## src/rtl/seg_key_pkg.sv

```systemverilog
// Shared constants for the button / seven-segment bus responder.
// Address offsets are relative to the peripheral base address.
package seg_key_pkg;

    localparam logic [31:0] OFF_KEYSTAT = 32'h0000_0000;
    localparam logic [31:0] OFF_SEG0    = 32'h0000_0010;
    localparam logic [31:0] OFF_SEG1    = 32'h0000_0014;
    localparam logic [31:0] OFF_SEG2    = 32'h0000_0018;

    localparam int MAX_DIGITS = 12;
    localparam int SEG_WORDS  = (MAX_DIGITS + 3) / 4;

    localparam logic [SEG_WORDS-1:0][31:0] SEG_OFFS =
        {OFF_SEG2, OFF_SEG1, OFF_SEG0};

    localparam logic [7:0] SEG_BLANK = 8'h00;

    // Word match: byte-lane bits [1:0] are don't-care on both sides.
    function automatic logic wordHit(
        input logic [31:0] addr,
        input logic [31:0] target
    );
        return (addr | 32'h3) == (target | 32'h3);
    endfunction

endpackage

```

## src/rtl/key_debounce.sv

```systemverilog
// One push button: two-flop synchronizer followed by a
// stability counter that flips the accepted level.
module key_debounce
    import seg_key_pkg::*;
#(
    parameter int DEBOUNCE = 16
) (
    input  logic wClk,
    input  logic nwReset,
    input  logic wRaw,
    output logic wKey
);

    localparam int CW = $clog2(DEBOUNCE);
    localparam logic [CW-1:0] CNT_LAST = CW'(DEBOUNCE - 1);

    logic [1:0]    sync;
    logic [CW-1:0] cnt;

    always_ff @(posedge wClk or negedge nwReset) begin
        if (!nwReset) begin
            sync <= 2'b00;
            cnt  <= '0;
            wKey <= 1'b0;
        end else begin
            sync <= {sync[0], wRaw};
            if (sync[1] == wKey) begin
                cnt <= '0;
            end else if (cnt == CNT_LAST) begin
                wKey <= ~wKey;
                cnt  <= '0;
            end else begin
                cnt <= cnt + 1'b1;
            end
        end
    end

endmodule

```

## src/rtl/seg_key_responder.sv

```systemverilog
// Bus target for key status and segment registers, plus the
// multiplexed display scanner driving one digit at a time.
module seg_key_responder
    import seg_key_pkg::*;
#(
    parameter int          KEYS     = 3,
    parameter int          DIGITS   = 10,
    parameter logic [31:0] BASEADDR = 32'hF000_0000,
    parameter int          DEBOUNCE = 16,
    parameter int          SCANDIV  = 1000
) (
    input  logic              wClk,
    input  logic              nwReset,
    input  logic              wWrite,
    input  logic [31:0]       bWriteAddr,
    input  logic [31:0]       bWriteData,
    input  logic [3:0]        bWriteMask,
    input  logic              wRead,
    input  logic [31:0]       bReadAddr,
    output logic [31:0]       bReadData,
    input  logic [KEYS-1:0]   bKeyRaw,
    output logic [7:0]        bSegOut,
    output logic [DIGITS-1:0] bDigitSel
);

    localparam int IW = (DIGITS > 1) ? $clog2(DIGITS) : 1;
    localparam int DW = $clog2(SCANDIV);
    localparam logic [IW-1:0] IDX_LAST = IW'(DIGITS - 1);
    localparam logic [DW-1:0] DIV_LAST = DW'(SCANDIV - 1);

    logic [KEYS-1:0]             keyState;
    logic [DIGITS-1:0][7:0]      segReg;
    logic [SEG_WORDS-1:0][31:0]  segWords;
    logic [SEG_WORDS-1:0]        wrHit;
    logic [SEG_WORDS-1:0]        rdHit;
    logic                        rdHitKey;
    logic [31:0]                 rdWord;
    logic [DW-1:0]               divCnt;
    logic [IW-1:0]               digitIdx;

    for (genvar k = 0; k < KEYS; k++) begin : gKey
        key_debounce #(
            .DEBOUNCE(DEBOUNCE)
        ) uDebounce (
            .wClk    (wClk),
            .nwReset (nwReset),
            .wRaw    (bKeyRaw[k]),
            .wKey    (keyState[k])
        );
    end

    always_comb begin
        rdHitKey = wordHit(bReadAddr, BASEADDR + OFF_KEYSTAT);
        for (int n = 0; n < SEG_WORDS; n++) begin
            wrHit[n] = wordHit(bWriteAddr, BASEADDR + SEG_OFFS[n]);
            rdHit[n] = wordHit(bReadAddr, BASEADDR + SEG_OFFS[n]);
        end
    end

    // Lanes for digits beyond DIGITS stay at zero.
    always_comb begin
        segWords = '0;
        for (int d = 0; d < DIGITS; d++) begin
            segWords[d/4][8*(d%4) +: 8] = segReg[d];
        end
    end

    always_comb begin
        rdWord = '0;
        unique case (1'b1)
            rdHitKey: rdWord[KEYS-1:0] = keyState;
            rdHit[0]: rdWord = segWords[0];
            rdHit[1]: rdWord = segWords[1];
            rdHit[2]: rdWord = segWords[2];
            default:  rdWord = '0;
        endcase
    end

    // Read mux sees pre-write contents on a same-cycle collision.
    always_ff @(posedge wClk or negedge nwReset) begin
        if (!nwReset) begin
            bReadData <= '0;
        end else if (wRead) begin
            bReadData <= rdWord;
        end
    end

    always_ff @(posedge wClk or negedge nwReset) begin
        if (!nwReset) begin
            for (int d = 0; d < DIGITS; d++) begin
                segReg[d] <= SEG_BLANK;
            end
        end else begin
            for (int d = 0; d < DIGITS; d++) begin
                if (wWrite && wrHit[d/4] && !bWriteMask[d%4]) begin
                    segReg[d] <= bWriteData[8*(d%4) +: 8];
                end
            end
        end
    end

    always_ff @(posedge wClk or negedge nwReset) begin
        if (!nwReset) begin
            divCnt   <= '0;
            digitIdx <= '0;
        end else if (divCnt == DIV_LAST) begin
            divCnt <= '0;
            if (digitIdx == IDX_LAST) begin
                digitIdx <= '0;
            end else begin
                digitIdx <= digitIdx + 1'b1;
            end
        end else begin
            divCnt <= divCnt + 1'b1;
        end
    end

    always_ff @(posedge wClk or negedge nwReset) begin
        if (!nwReset) begin
            bSegOut   <= SEG_BLANK;
            bDigitSel <= DIGITS'(1);
        end else begin
            bSegOut   <= segReg[digitIdx];
            bDigitSel <= DIGITS'(1) << digitIdx;
        end
    end

endmodule

```

## config.mk

```make
export PLATFORM = sky130hd
export DESIGN_NAME = seg_key_responder
export DESIGN_NICKNAME = d
export VERILOG_FILES = /design/src/rtl/seg_key_pkg.sv /design/src/rtl/key_debounce.sv /design/src/rtl/seg_key_responder.sv
export SDC_FILE = /design/constraint.sdc
export NUM_CORES = 1
export LEC_CHECK = 0
export ABC_CLOCK_PERIOD_IN_PS = 1800
export BUFFER_PORTS_ARGS = -buffer_cell sky130_fd_sc_hd__buf_2
export CAP_MARGIN = 0
export CORE_UTILIZATION = 50
export DETAILED_ROUTE_END_ITERATION = 8
export GPL_TIMING_DRIVEN = 0
export HOLD_SLACK_MARGIN = 0.05
export PLACE_DENSITY = 0.77
export RECOVER_POWER = 25
export SYNTH_ARGS = -nofsm -noshare
export SYNTH_HDL_FRONTEND = slang
export SYNTH_SLANG_ARGS = --single-unit
```

## constraint.sdc

```tcl
create_clock -name wClk -period 1.8 [get_ports wClk]
set_input_delay 0.09 -clock wClk [delete_from_list [all_inputs] [get_ports wClk]]
set_output_delay 0.09 -clock wClk [all_outputs]
set_load 0.02 [all_outputs]
```

# After elaboration in Yosys (flattened, before gate mapping)
# Index checks and enable logic that the tools add are counted.
# totals
reg_bits	165
input_bits	107
output_inout_bits	50
elab_cells	84
# op_classes
add_sub_neg	5
order_cmp	1
eq_ne	15
n_shift	1
n_mux	12
bitwise	6
n_reduce_logical	20
# op_table
cell	n
$eq 30x30->1 const B	7
$pmux 29 s3	1
$bmux 8 s4	1
$mux 4	7
$add 4x1->4 const B	4
$eq 4x4->1 const B	4
$logic_and 1x1->1	13
$pmux 3 s4	1
$add 10x1->10 const B	1
$eq 10x10->1 const B	1
$mux 10	1
$shl 1x4->10 const A	1
$mux 8	1
$not 1->1	6
$reduce_and 2->1	3
$lt 4x5->1 const B	1
$logic_not 1->1	4
$eq 1x1->1	3

# Longest topological paths before layout
# Gate-level depths: netlist (run 1).
# depth
ltp_word	3
ltp_mapped	8
mapped_depth_nobuf	6

# Modules after synthesis
# Synthesis (run 1) repeated with hierarchy kept, for this count alone.
# unflattened
hier_cells	590
area_unflattened_um2	7747.4
# modules_own_cells
module	instances	cells_each	area_each_um2	seq_area_each_um2
seg_key_responder	1	536	6936.7	3604.7
key_debounce	3	18	270.3	175.2

# Worst setup path before layout (run 1)
# No wires, ideal clock.
# synth_path
kind	register to register
from	register digitIdx[0]
to	register digitIdx[2]
setup_time_ps	125
t_arrival_ps	1679
slack_ps	-4
path_stages_with_launch	8
synth_period_minus_slack_ps	1804
path_cell_list	dfrtp_1 buf_2 buf_2 clkbuf_1 and2_1 ha_1 nor2_1 mux2_2
# synth_between
elab_chain_len	2
# synth_rtl
element	line	text
from (decl)	seg_key_responder.sv:39	logic [IW-1:0] digitIdx;
from (signal assigned)	seg_key_responder.sv:111	digitIdx <= digitIdx + 1'b1;
$add 4x1->4 or $eq 4x4->1 (tied branches)	seg_key_responder.sv:111, seg_key_responder.sv:108	
$mux 4 (*)	seg_key_responder.sv:108	if (digitIdx == IDX_LAST) begin
# Every way passes the cells marked *; elsewhere a longest branch is shown, timed or not.
# A chain may end at the register's enable or synchronous reset.

# Worst setup path in the final report (run 1)
# layout_path
from	register divCnt[0]
to	register digitIdx[1]
# layout_between
elab_chain_len	1
# layout_rtl
element	line	text
from (decl)	seg_key_responder.sv:38	logic [DW-1:0] divCnt;
from (signal assigned)	seg_key_responder.sv:114	divCnt <= divCnt + 1'b1;
$eq 10x10->1	seg_key_responder.sv:106	end else if (divCnt == DIV_LAST) begin
# No other way between the ends.

==> results of run 1 <==
## through the flow
step                      total power (uW)  cell area (sq um)
after floorplan                       3900               7560
after global placement                4110               8530
after detailed placement              4150               8570
after CTS                             7920               9660
after global routing                  8120               9730
final                                 7880               9730
## flip-flops by register name (all words and copies together), names as in the netlist
signal	count
segReg	80
divCnt	10
bDigitSel	10
gKey.uDebounce.sync	6
digitIdx	4
bSegOut	8
gKey.uDebounce.wKey	3
bReadData	32
gKey.uDebounce.cnt	12
## cell usage after synthesis, types with 2 or more instances
master	n
nor2b_1	8
a2bb2oi_1	13
nor3_4	2
nor4b_1	3
and2_1	3
o22ai_1	32
nand2b_1	3
buf_2	15
nand2_1	4
xor2_1	5
nand3_1	14
nand3b_4	3
and4_1	2
mux4_2	16
nor4_1	6
buf_4	2
xnor2_1	9
nor2_1	20
inv_1	37
nand4b_4	2
mux2i_1	11
nor3_1	3
nand4b_1	3
ha_1	6
nor4b_2	2
and4b_1	3
dfrtp_1	164
nor3b_1	6
a22oi_1	40
a21oi_1	5
and3_1	5
mux2_2	84
o21ai_0	15
clkbuf_1	16
## final cells by class
| class | instances | area, sq um |
|---|---|---|
| buffer | 33 | 196 |
| tap | 184 | 230 |
| clock buffer | 22 | 494 |
| fill | 1067 | 4920 |
| clock inverter | 9 | 124 |
| multi-input combinational | 345 | 3180 |
| inverter | 37 | 139 |
| sequential | 165 | 4130 |
| timing repair buffer | 197 | 1230 |
## metal layers
layer,routed length [um],share of wire [%],vias to the layer above
met5,0,0,-
met4,535,2.6,0
met3,1570,7.7,44
met2,9910,49,283
met1,8250,41,2970
li1,-,-,2578
## power by group through the flow
stage	logic (uW)	clock network, uW	registers, uW
detailed placement	325	0	3820
CTS	388	3780	3750
global placement	294	0	3820
global route	426	3940	3760
finish	384	3740	3750
floorplan	83.1	0	3820
## worst paths after layout
| check | to | cells after the start | start | slack, ns |
|---|---|---|---|---|
| max | digitIdx[1]$_DFFE_PN0N_ | 7 | divCnt[0]$_DFF_PN0_ | 0.04 |
| min | bReadData[2]$_DFFE_PN0P_ | 4 | bReadAddr[5] | 0.13 |
| max reg2reg | digitIdx[1]$_DFFE_PN0N_ | 7 | divCnt[0]$_DFF_PN0_ | 0.04 |
| min reg2reg | gKey[0].uDebounce.sync[1]$_DFF_PN0_ | 0 | gKey[0].uDebounce.sync[0]$_DFF_PN0_ | 0.35 |
| max in group asynchronous | segReg[4]$_DFFE_PN0P_ | 3 | nwReset | 0.45 |
| min in group asynchronous | divCnt[1]$_DFF_PN0_ | 2 | nwReset | 0.36 |
## layout by cell type, fill, tap and decap left out, types with 11 or more instances in the layout
| cell | instances |
|---|---|
| dfrtp_1 | 164 |
| buf_2 | 158 |
| mux2_2 | 84 |
| a22oi_1 | 40 |
| inv_1 | 37 |
| dlygate4sd3_1 | 37 |
| o22ai_1 | 32 |
| nor2_1 | 19 |
| clkbuf_16 | 17 |
| mux4_2 | 16 |
| o21ai_0 | 15 |
| nand3_1 | 14 |
| clkbuf_1 | 13 |
| a2bb2oi_1 | 13 |
| mux2i_1 | 11 |
| buf_4 | 11 |
## repair_timing
| item | in CTS | in global routing |
|---|---|---|
| hold buffers | 37 | 0 |
| gates resized for setup | 19 | 6 |
| endpoints found under the hold margin | 150 | 0 |
| buffers inserted | 5 | 5 |
| setup endpoints to repair | 15 | 27 |
| pin swaps | 3 | 4 |
## tightest hold or removal path, cell delays in order
cell	delay (ns)
buf_2	0.10
nor2_1	0.07
a22oi_1	0.17
o22ai_1	0.08
## cells by family after synthesis
group           after synthesis  synth area share, %
flops                       165                 54.7
fa+ha+maj                     7                 1.13
compound gates              112                 10.2
buf+inv                      71                 3.89
mux                         112                 18.9
simple gates                100                 9.59
xor+xnor                     14                 1.62
==> run_results.csv, run 1 <==
group,metric,value,unit
timing,fmax,567,MHz
worst_setup_path,cp.buffers_inverters,1,
worst_setup_path,cp-start-kind,"flop",
floorplan,rows,44,
synth,synth_cell_types,53,
pwr,p_int,6260,uW
placement,place_ws,-0.414,ns
finish,final_nets,909,
floorplan,start_util,51.6,%
detailed_routing,vias,5875,
global_routing,met2_usage,44.7,%
clock_tree,tritoncts,"done",
timing,tightest_slew,0.903,ns
detailed_routing,drt_first_iter_violations,679,
status,status,"finished with violations",
finish,syn_to_final_growth,28.8,%
clock_tree,htreeDepth,4,
global_routing,overflow,0,
synth,syn_avg_cell_area,13.0,sq um
pwr,power_density,810,nW/um^2
global_routing,busiest_layer,"met2",
timing,slew_headroom,39.8,%
global_routing,grt_max_degree,102,
finish,fin_cells,992,
pwr,seqPwrFrac,47.6,%
floorplan,die_area,15600,sq um
pwr,power.clock.fraction,47.5,%
global_routing,track_usage,27.4,%
pwr,pwr-share-comb,4.9,%
placement,place_hpwl,14300,um
global_routing,grt_pass1_wl,32500,um
placement,gp_congestion,0.891,
synth,synth_edf_count,0,
timing,skew,0.00532,ns
worst_setup_path,cp-end-kind,"flop",
detailed_routing,routed_wl,20300,um
job,drv_cap,0,
placement,dpl.cell_count,915,
floorplan,dieHeight,125,um
worst_setup_path,required,2.11,ns
timing,hold_violations,0,
worst_setup_path,crit_slowest_cell,"dfrtp_1",
global_routing,gr-usage-met1,35.7,%
clock_tree,clk_latency,0.42,ns
synth,yosys-top-cells-area,"dfrtp_1 54%, mux2_2 13%, mux4_2 4.8%, a22oi_1 4.0%, o22ai_1 2.6%",
timing,setup-tns-final,0,ns
detailed_routing,ant_nets,0,
synth,yosysSeqAreaShare,54.7,%
timing,holdWs,0.132,ns
clock_tree,clock_sinks,165,
timing,setup_viol,0,
synth,netlist_instances,581,
worst_setup_path,path_class,"flop to flop",
finish,n_antenna_cell,0,
synth,yosysWarnings,0,
timing,min_period,1.76,ns
pwr,irDropWorstVdd,0.630,mV
placement,port_buffers,149,
detailed_routing,drc_errors,24,
pwr,power.switching,1620,uW
synth,syn-num-nets,694,
worst_setup_path,crit_family,"simple AND/OR/NAND/NOR gates",
worst_setup_path,path_max_fanout,3,
synth,ys_seq_elements,165,
worst_setup_path,arrival,2.07,ns
synth,async_reset_ff_share,100,%
finish,final_layout_size_suffix_gt1_share,41.1,%
detailed_routing,drt-pass1-iter-count,7,
synth,yosys.area.top_type,"dfrtp_1",
global_routing,grt_use_met3,5.71,%
clock_tree,cts_max_path_buffers,2,
clock_tree,cts.clk_slew.worst_paths,0.06,ns
timing,fin_ws,0.0369,ns
global_routing,antenna_found_initial,0,
min_path,hold_path_class,"input port to flop",
floorplan,core_area,14600,sq um
global_routing,grt_pass1_vias,6118,
synth,synth_ff_type,"dfrtp_1",
detailed_routing,wire_per_inst,20.4,um
timing,finalMaxSlewViolations,0,
timing,final.period_utilization,98.0,%
pwr,sw_frac_of_total,20.5,%
status,violations,"DRC",
worst_setup_path,cp_slowest_stage_delay,0.39,ns
synth,netlist.area_leader.share,54.3,%
worst_setup_path,cp_cell_sequence,"ha_4 -> nand2_2 -> nor4b_4 -> and3_4 -> buf_4 -> nand2_1 -> mux2_2",
clock_tree,root_buffer,"clkbuf_16",
clock_tree,cts_buffers,17,
pwr,power_leakage,0.00478,uW
synth,synthesis.area,7550,sq um
floorplan,io-pin-count,157,
finish,final_core_util,66.4,%
detailed_routing,avgViaCountPerCell,5.92,
floorplan,die_w,125,um
(Power assumes the default switching activity.)
==> run 2, diff against run 1 <==
--- a/config.mk
+++ b/config.mk
@@ -5,7 +5,7 @@
 export SDC_FILE = /design/constraint.sdc
 export NUM_CORES = 1
 export LEC_CHECK = 0
-export ABC_CLOCK_PERIOD_IN_PS = 1800
+export ABC_CLOCK_PERIOD_IN_PS = 1500
 export BUFFER_PORTS_ARGS = -buffer_cell sky130_fd_sc_hd__buf_2
 export CAP_MARGIN = 0
 export CORE_UTILIZATION = 50
==> constraint.sdc (replaced) <==
create_clock -name wClk -period 1.5 [get_ports wClk]
set_input_delay 0.075 -clock wClk [delete_from_list [all_inputs] [get_ports wClk]]
set_output_delay 0.075 -clock wClk [all_outputs]
set_load 0.02 [all_outputs]
==> run_results.csv, run 2 (same netlist as run 1, synthesis figures left out) <==
group,metric,value,unit
status,status,"finished with violations",
status,violations,"DRC, setup timing",
finish,multi_input_area,3300,sq um
global_routing,track_usage,28.0,%
finish,mostFrequentLayoutCell,"dfrtp_1",
timing,finalMaxSlewViolations,0,
clock_tree,cts_buffers,17,
clock_tree,clock_sinks,165,
global_routing,overflow,0,
finish,largest-register,"segReg",
finish,syn_to_final_growth,33.3,%
floorplan,start_util,51.6,%
timing,slew_headroom,42.2,%
timing,rsz0062_at_grt,"yes",
worst_setup_path,arrival,1.99,ns
clock_tree,cts.clk_slew.worst_paths,0.06,ns
worst_setup_path,path_class,"flop to flop",
placement,gp_congestion,0.882,
floorplan,core_area,14600,sq um
floorplan,rows,44,
global_routing,antenna_found_initial,0,
detailed_routing,drt_first_iter_violations,574,
finish,n_antenna_cell,0,
worst_setup_path,cp-start-kind,"flop",
min_path,hold_path_end,"bReadData[1]$_DFFE_PN0P_",
placement,port_buffers,149,
worst_setup_path,required,1.82,ns
finish,final_nets,927,
finish,final-seq-area,4130,sq um
detailed_routing,wire_per_inst,20.7,um
finish,fill_cells,1019,
clock_tree,root_buffer,"clkbuf_16",
min_path,hp-start,"wRead",
min_path,hold_path_depth,2,
worst_setup_path,cp-end-kind,"flop",
timing,setup_viol,17,
global_routing,grt_pass1_wl,32800,um
floorplan,die_area,15600,sq um
placement,place_ws,-0.548,ns
timing,skew,0.00505,ns
finish,final_layout_size_suffix_gt1_share,42.4,%
timing,setup-tns-final,-1.04,ns
clock_tree,tritoncts,"done",
floorplan,io-pin-count,157,
worst_setup_path,reg2reg_slack,-0.17,ns
pwr,power_leakage,0.00486,uW
detailed_routing,vias,5940,
worst_setup_path,rr_startpoint,"divCnt[1]$_DFF_PN0_",
timing,fmax,597,MHz
detailed_routing,ant_nets,0,
timing,min_period,1.67,ns
pwr,p_total,9090,uW
min_path,hold_path_class,"input port to flop",
finish,layout_common_cells,"164 x dfrtp_1, 141 x buf_2, 75 x mux2_2",
clock_tree,cts_max_path_buffers,2,
finish,largest_register_ffs,80,
global_routing,grt_pass1_vias,6128,
timing,final.period_utilization,112,%
pwr,irDropWorstVdd,0.841,mV
timing,tightest_slew,0.867,ns
job,drv_cap,0,
detailed_routing,routed_wl,20800,um
floorplan,dieHeight,125,um
detailed_routing,drc_errors,24,
global_routing,grt_max_degree,97,
floorplan,die_w,125,um
clock_tree,clk_latency,0.43,ns
detailed_routing,avgViaCountPerCell,5.89,
worst_setup_path,path_max_fanout,2,
worst_setup_path,ff2ff_path_depth,7,
detailed_routing,drt-pass1-iter-count,7,
clock_tree,htreeDepth,4,
placement,place_hpwl,14400,um
finish,reg_top3,"segReg: 80 flops, bReadData: 32 flops, gKey.uDebounce.cnt: 12 flops",
pwr,power_density,903,nW/um^2
timing,fin_ws,-0.174,ns
worst_setup_path,r2r-end,"digitIdx[1]$_DFFE_PN0N_",
timing,hold_violations,0,
run 2: cell types whose count changed in the layout (fill, tap and decap cells not counted), sizes merged:
cell      before  now
clkinvlp       0    3
buf          175  181
clkbuf        40   53
bufinv         3    1
clkinv         6    3
run 2: repair_timing:
item,4_1_cts,5_1_grt
gates cloned,0,1
buffers inserted,15,14
endpoints found under the hold margin,180,0
pin swaps,6,8
setup endpoints to repair,49,105
resized for setup,37,34
hold buffers,37,0
run 2: report_power, final:
group,switching (uW),internal (uW)
combinational,247,225
sequential,24.6,4480
clock,1720,2400
total,1990,7100
run 2: cell type report:
type,instances,area share [%]
sequential,165,41.0
multi-input combinational,345,32.8
timing repair buffer,216,14.3
clock buffer,23,4.75
buffer,32,2.75
tap,184,2.29
inverter,37,1.38
clock inverter,7,0.746
run 2: worst max-delay path by stage:
stage,start,endpoint,slack (ns),cells past startpoint
after floorplan,bWriteAddr[13],segReg[0]$_DFFE_PN0P_,-0.25,6
after global placement,nwReset,segReg[56]$_DFFE_PN0P_,-1.91,1
after detailed placement,bWriteAddr[20],segReg[77]$_DFFE_PN0P_,-0.55,6
after CTS,divCnt[0]$_DFF_PN0_,digitIdx[1]$_DFFE_PN0N_,-0.18,7
after global routing,divCnt[1]$_DFF_PN0_,digitIdx[1]$_DFFE_PN0N_,-0.25,7
final,divCnt[1]$_DFF_PN0_,digitIdx[1]$_DFFE_PN0N_,-0.17,7
run 2: routing by layer:
| layer | global-route usage [%] | up-vias | part of all wire (%) | routed length, um |
|---|---|---|---|---|
| li1 | - | 2622 | - | - |
| met4 | 11.1 | 0 | 2.5 | 519 |
| met1 | 35.4 | 3014 | 40 | 8330 |
| met2 | 46.1 | 269 | 50 | 10400 |
| met5 | 0 | - | 0 | 0 |
| met3 | 7.39 | 35 | 7.5 | 1570 |
run 2: worst max-delay path, stage by stage (launching register included):
cell	delay, ns
dfrtp_1	0.40
ha_4	0.17
nand2_4	0.06
nor4b_4	0.24
and3_4	0.25
buf_6	0.11
nand2_4	0.04
mux2_4	0.29
run 2: metrics by stage:
step,cell area (sq um),std cells,hold slack (ns),util [%]
2_1_floorplan,7660,581,-0.221,-
3_3_place_gp,8640,914,0.184,59.0
3_5_place_dp,8670,915,0.184,59.2
4_1_cts,9880,997,0.0850,67.4
5_1_grt,10100,1009,0.114,68.7
6_report,10100,1009,0.0993,68.7
==> run 3, diff against run 2 <==
--- a/config.mk
+++ b/config.mk
@@ -8,11 +8,10 @@
 export ABC_CLOCK_PERIOD_IN_PS = 1500
 export BUFFER_PORTS_ARGS = -buffer_cell sky130_fd_sc_hd__buf_2
 export CAP_MARGIN = 0
-export CORE_UTILIZATION = 50
+export CORE_UTILIZATION = 40
 export DETAILED_ROUTE_END_ITERATION = 8
 export GPL_TIMING_DRIVEN = 0
 export HOLD_SLACK_MARGIN = 0.05
-export PLACE_DENSITY = 0.77
 export RECOVER_POWER = 25
 export SYNTH_ARGS = -nofsm -noshare
 export SYNTH_HDL_FRONTEND = slang
==> run_results.csv, run 3 (same netlist as run 1, synthesis figures left out) <==
group,metric,value,unit
finish,largest_register_ffs,80,
placement,port_buffers,149,
detailed_routing,avgViaCountPerCell,5.46,
clock_tree,htreeDepth,4,
clock_tree,cts.clk_slew.worst_paths,0.07,ns
floorplan,die_w,139,um
clock_tree,cts_buffers,17,
detailed_routing,ant_nets,0,
worst_setup_path,required,1.81,ns
worst_setup_path,path_max_fanout,7,
worst_setup_path,arrival,1.94,ns
worst_setup_path,rr_startpoint,"digitIdx[1]$_DFFE_PN0N_",
finish,syn_to_final_growth,33.9,%
timing,fin_ws,-0.135,ns
floorplan,dieHeight,139,um
status,violations,"setup timing",
timing,hold_violations,0,
global_routing,grt_pass1_vias,6095,
clock_tree,clock_sinks,165,
global_routing,antenna_found_initial,1,
status,status,"finished with violations",
pwr,power_density,942,nW/um^2
timing,skew,0.00928,ns
detailed_routing,drt_first_iter_violations,348,
detailed_routing,wire_per_inst,19.8,um
worst_setup_path,path_class,"flop to flop",
floorplan,rows,49,
finish,largest-register,"segReg",
floorplan,core_area,18200,sq um
floorplan,start_util,41.5,%
detailed_routing,drt-pass1-iter-count,5,
clock_tree,root_buffer,"clkbuf_16",
global_routing,grt_pass1_wl,33500,um
worst_setup_path,crit_slowest_cell,"dfrtp_1",
finish,final_area,10100,sq um
timing,holdWs,0.126,ns
worst_setup_path,cp-end-kind,"flop",
worst_setup_path,cp_cell_sequence,"buf_6 -> buf_12 -> clkbuf_16 -> and2_4 -> ha_1 -> nor2_1 -> mux2_4",
timing,setup_viol,10,
clock_tree,clk_latency,0.43,ns
placement,gp_congestion,0.859,
placement,dpl-instance-area,8730,sq um
placement,place_hpwl,15000,um
global_routing,track_usage,22.8,%
pwr,irDropWorstVdd,0.776,mV
worst_setup_path,cp_slowest_stage_delay,0.37,ns
timing,slew_headroom,44.3,%
pwr,power_leakage,0.00489,uW
clock_tree,tritoncts,"done",
floorplan,io-pin-count,157,
finish,final_nets,920,
global_routing,overflow,0,
detailed_routing,vias,5723,
detailed_routing,routed_wl,20800,um
timing,final.period_utilization,109,%
worst_setup_path,cp-start-kind,"flop",
finish,final_layout_size_suffix_gt1_share,43.4,%
finish,mostFrequentLayoutCell,"dfrtp_1",
floorplan,die_area,19400,sq um
job,drv_cap,0,
clock_tree,cts_max_path_buffers,2,
timing,min_period,1.64,ns
min_path,hp-start,"bWriteMask[3]",
detailed_routing,drc_errors,0,
placement,place_ws,-0.625,ns
finish,fill_cells,1519,
timing,tightest_slew,0.836,ns
finish,reg_top3,"segReg: 80 flops, bReadData: 32 flops, gKey.uDebounce.cnt: 12 flops",
global_routing,grt_max_degree,92,
finish,n_antenna_cell,0,
timing,fmax,611,MHz
min_path,hold_path_class,"input port to flop",
timing,finalMaxSlewViolations,0,
finish,layout_common_cells,"164 x dfrtp_1, 151 x buf_2, 76 x mux2_2",
worst_setup_path,crit_start,"digitIdx[1]$_DFFE_PN0N_",
timing,rsz0062_at_grt,"yes",
## run 3: cell types whose count changed in the layout (fill, tap and decap cells not counted), sizes merged
cell / before / now
inv: 37 / 38
clkbuf: 53 / 39
buf: 181 / 186
clkinvlp: 3 / 2
bufinv: 1 / 3
clkinv: 3 / 5
## run 3: worst max-delay path: cells and delay by family (launching register included)
family	cells	cell delay, ns
AND/OR/NAND/NOR	2	0.20
adder cells (fa/ha/maj)	1	0.26
multiplexers	1	0.26
flip-flops	1	0.37
buffers and inverters	3	0.43
## run 3: power breakdown
part           total (uW)  internal (uW)  switching (uW)
sequential           4500           4480            24.6
clock                4560           2800            1760
combinational         469            223             247
## run 3: layout make-up
cell class	instances	area [sq um]	area share [%]
sequential	165	4130	40.8
multi-input combinational	345	3280	32.5
timing repair buffer	209	1370	13.6
clock buffer	21	480	4.75
tap	229	287	2.83
buffer	32	275	2.72
clock inverter	11	146	1.45
inverter	37	139	1.37
## run 3: metrics by stage
stage               setup TNS [ns]  power [uW]  cells  utilization, %
finish                      -0.594        9530   1049            55.5
global route                 -1.58        9850   1049            55.5
CTS                          -1.03        9630   1042            55.0
detailed placement          -58.34        4990    960            47.9
global placement           -372.99        4950    959            47.8
floorplan                    -7.16        4680    581               -
## run 3: what timing repair did
item / CTS / global route
pin swaps: 7 / 7
endpoints found under the setup margin: 90 / 91
resized for setup: 43 / 21
hold endpoints to repair: 175 / 0
setup buffers: 13 / 9
hold buffers: 37 / 0
## run 3: path summary, 6_finish.rpt
path | to | cells after the start | slack (ns)
max in group asynchronous | segReg[49]$_DFFE_PN0P_ | 3 | 0.35
setup reg to reg | digitIdx[2]$_DFFE_PN0N_ | 7 | -0.14
min in group asynchronous | divCnt[8]$_DFF_PN0_ | 2 | 0.31
hold reg to reg | gKey[1].uDebounce.sync[1]$_DFF_PN0_ | 0 | 0.35
hold / removal | segReg[28]$_DFFE_PN0P_ | 3 | 0.13
setup / recovery | digitIdx[2]$_DFFE_PN0N_ | 7 | -0.14
## run 3: per-layer routing
layer / share of wire, % / up-vias / global-route usage [%]
met5: 0.039 / - / 0
met4: 1.5 / 2 / 6.90
met3: 6.6 / 31 / 5.92
met2: 49 / 201 / 37.4
met1: 43 / 2876 / 29.5
li1: - / 2613 / -
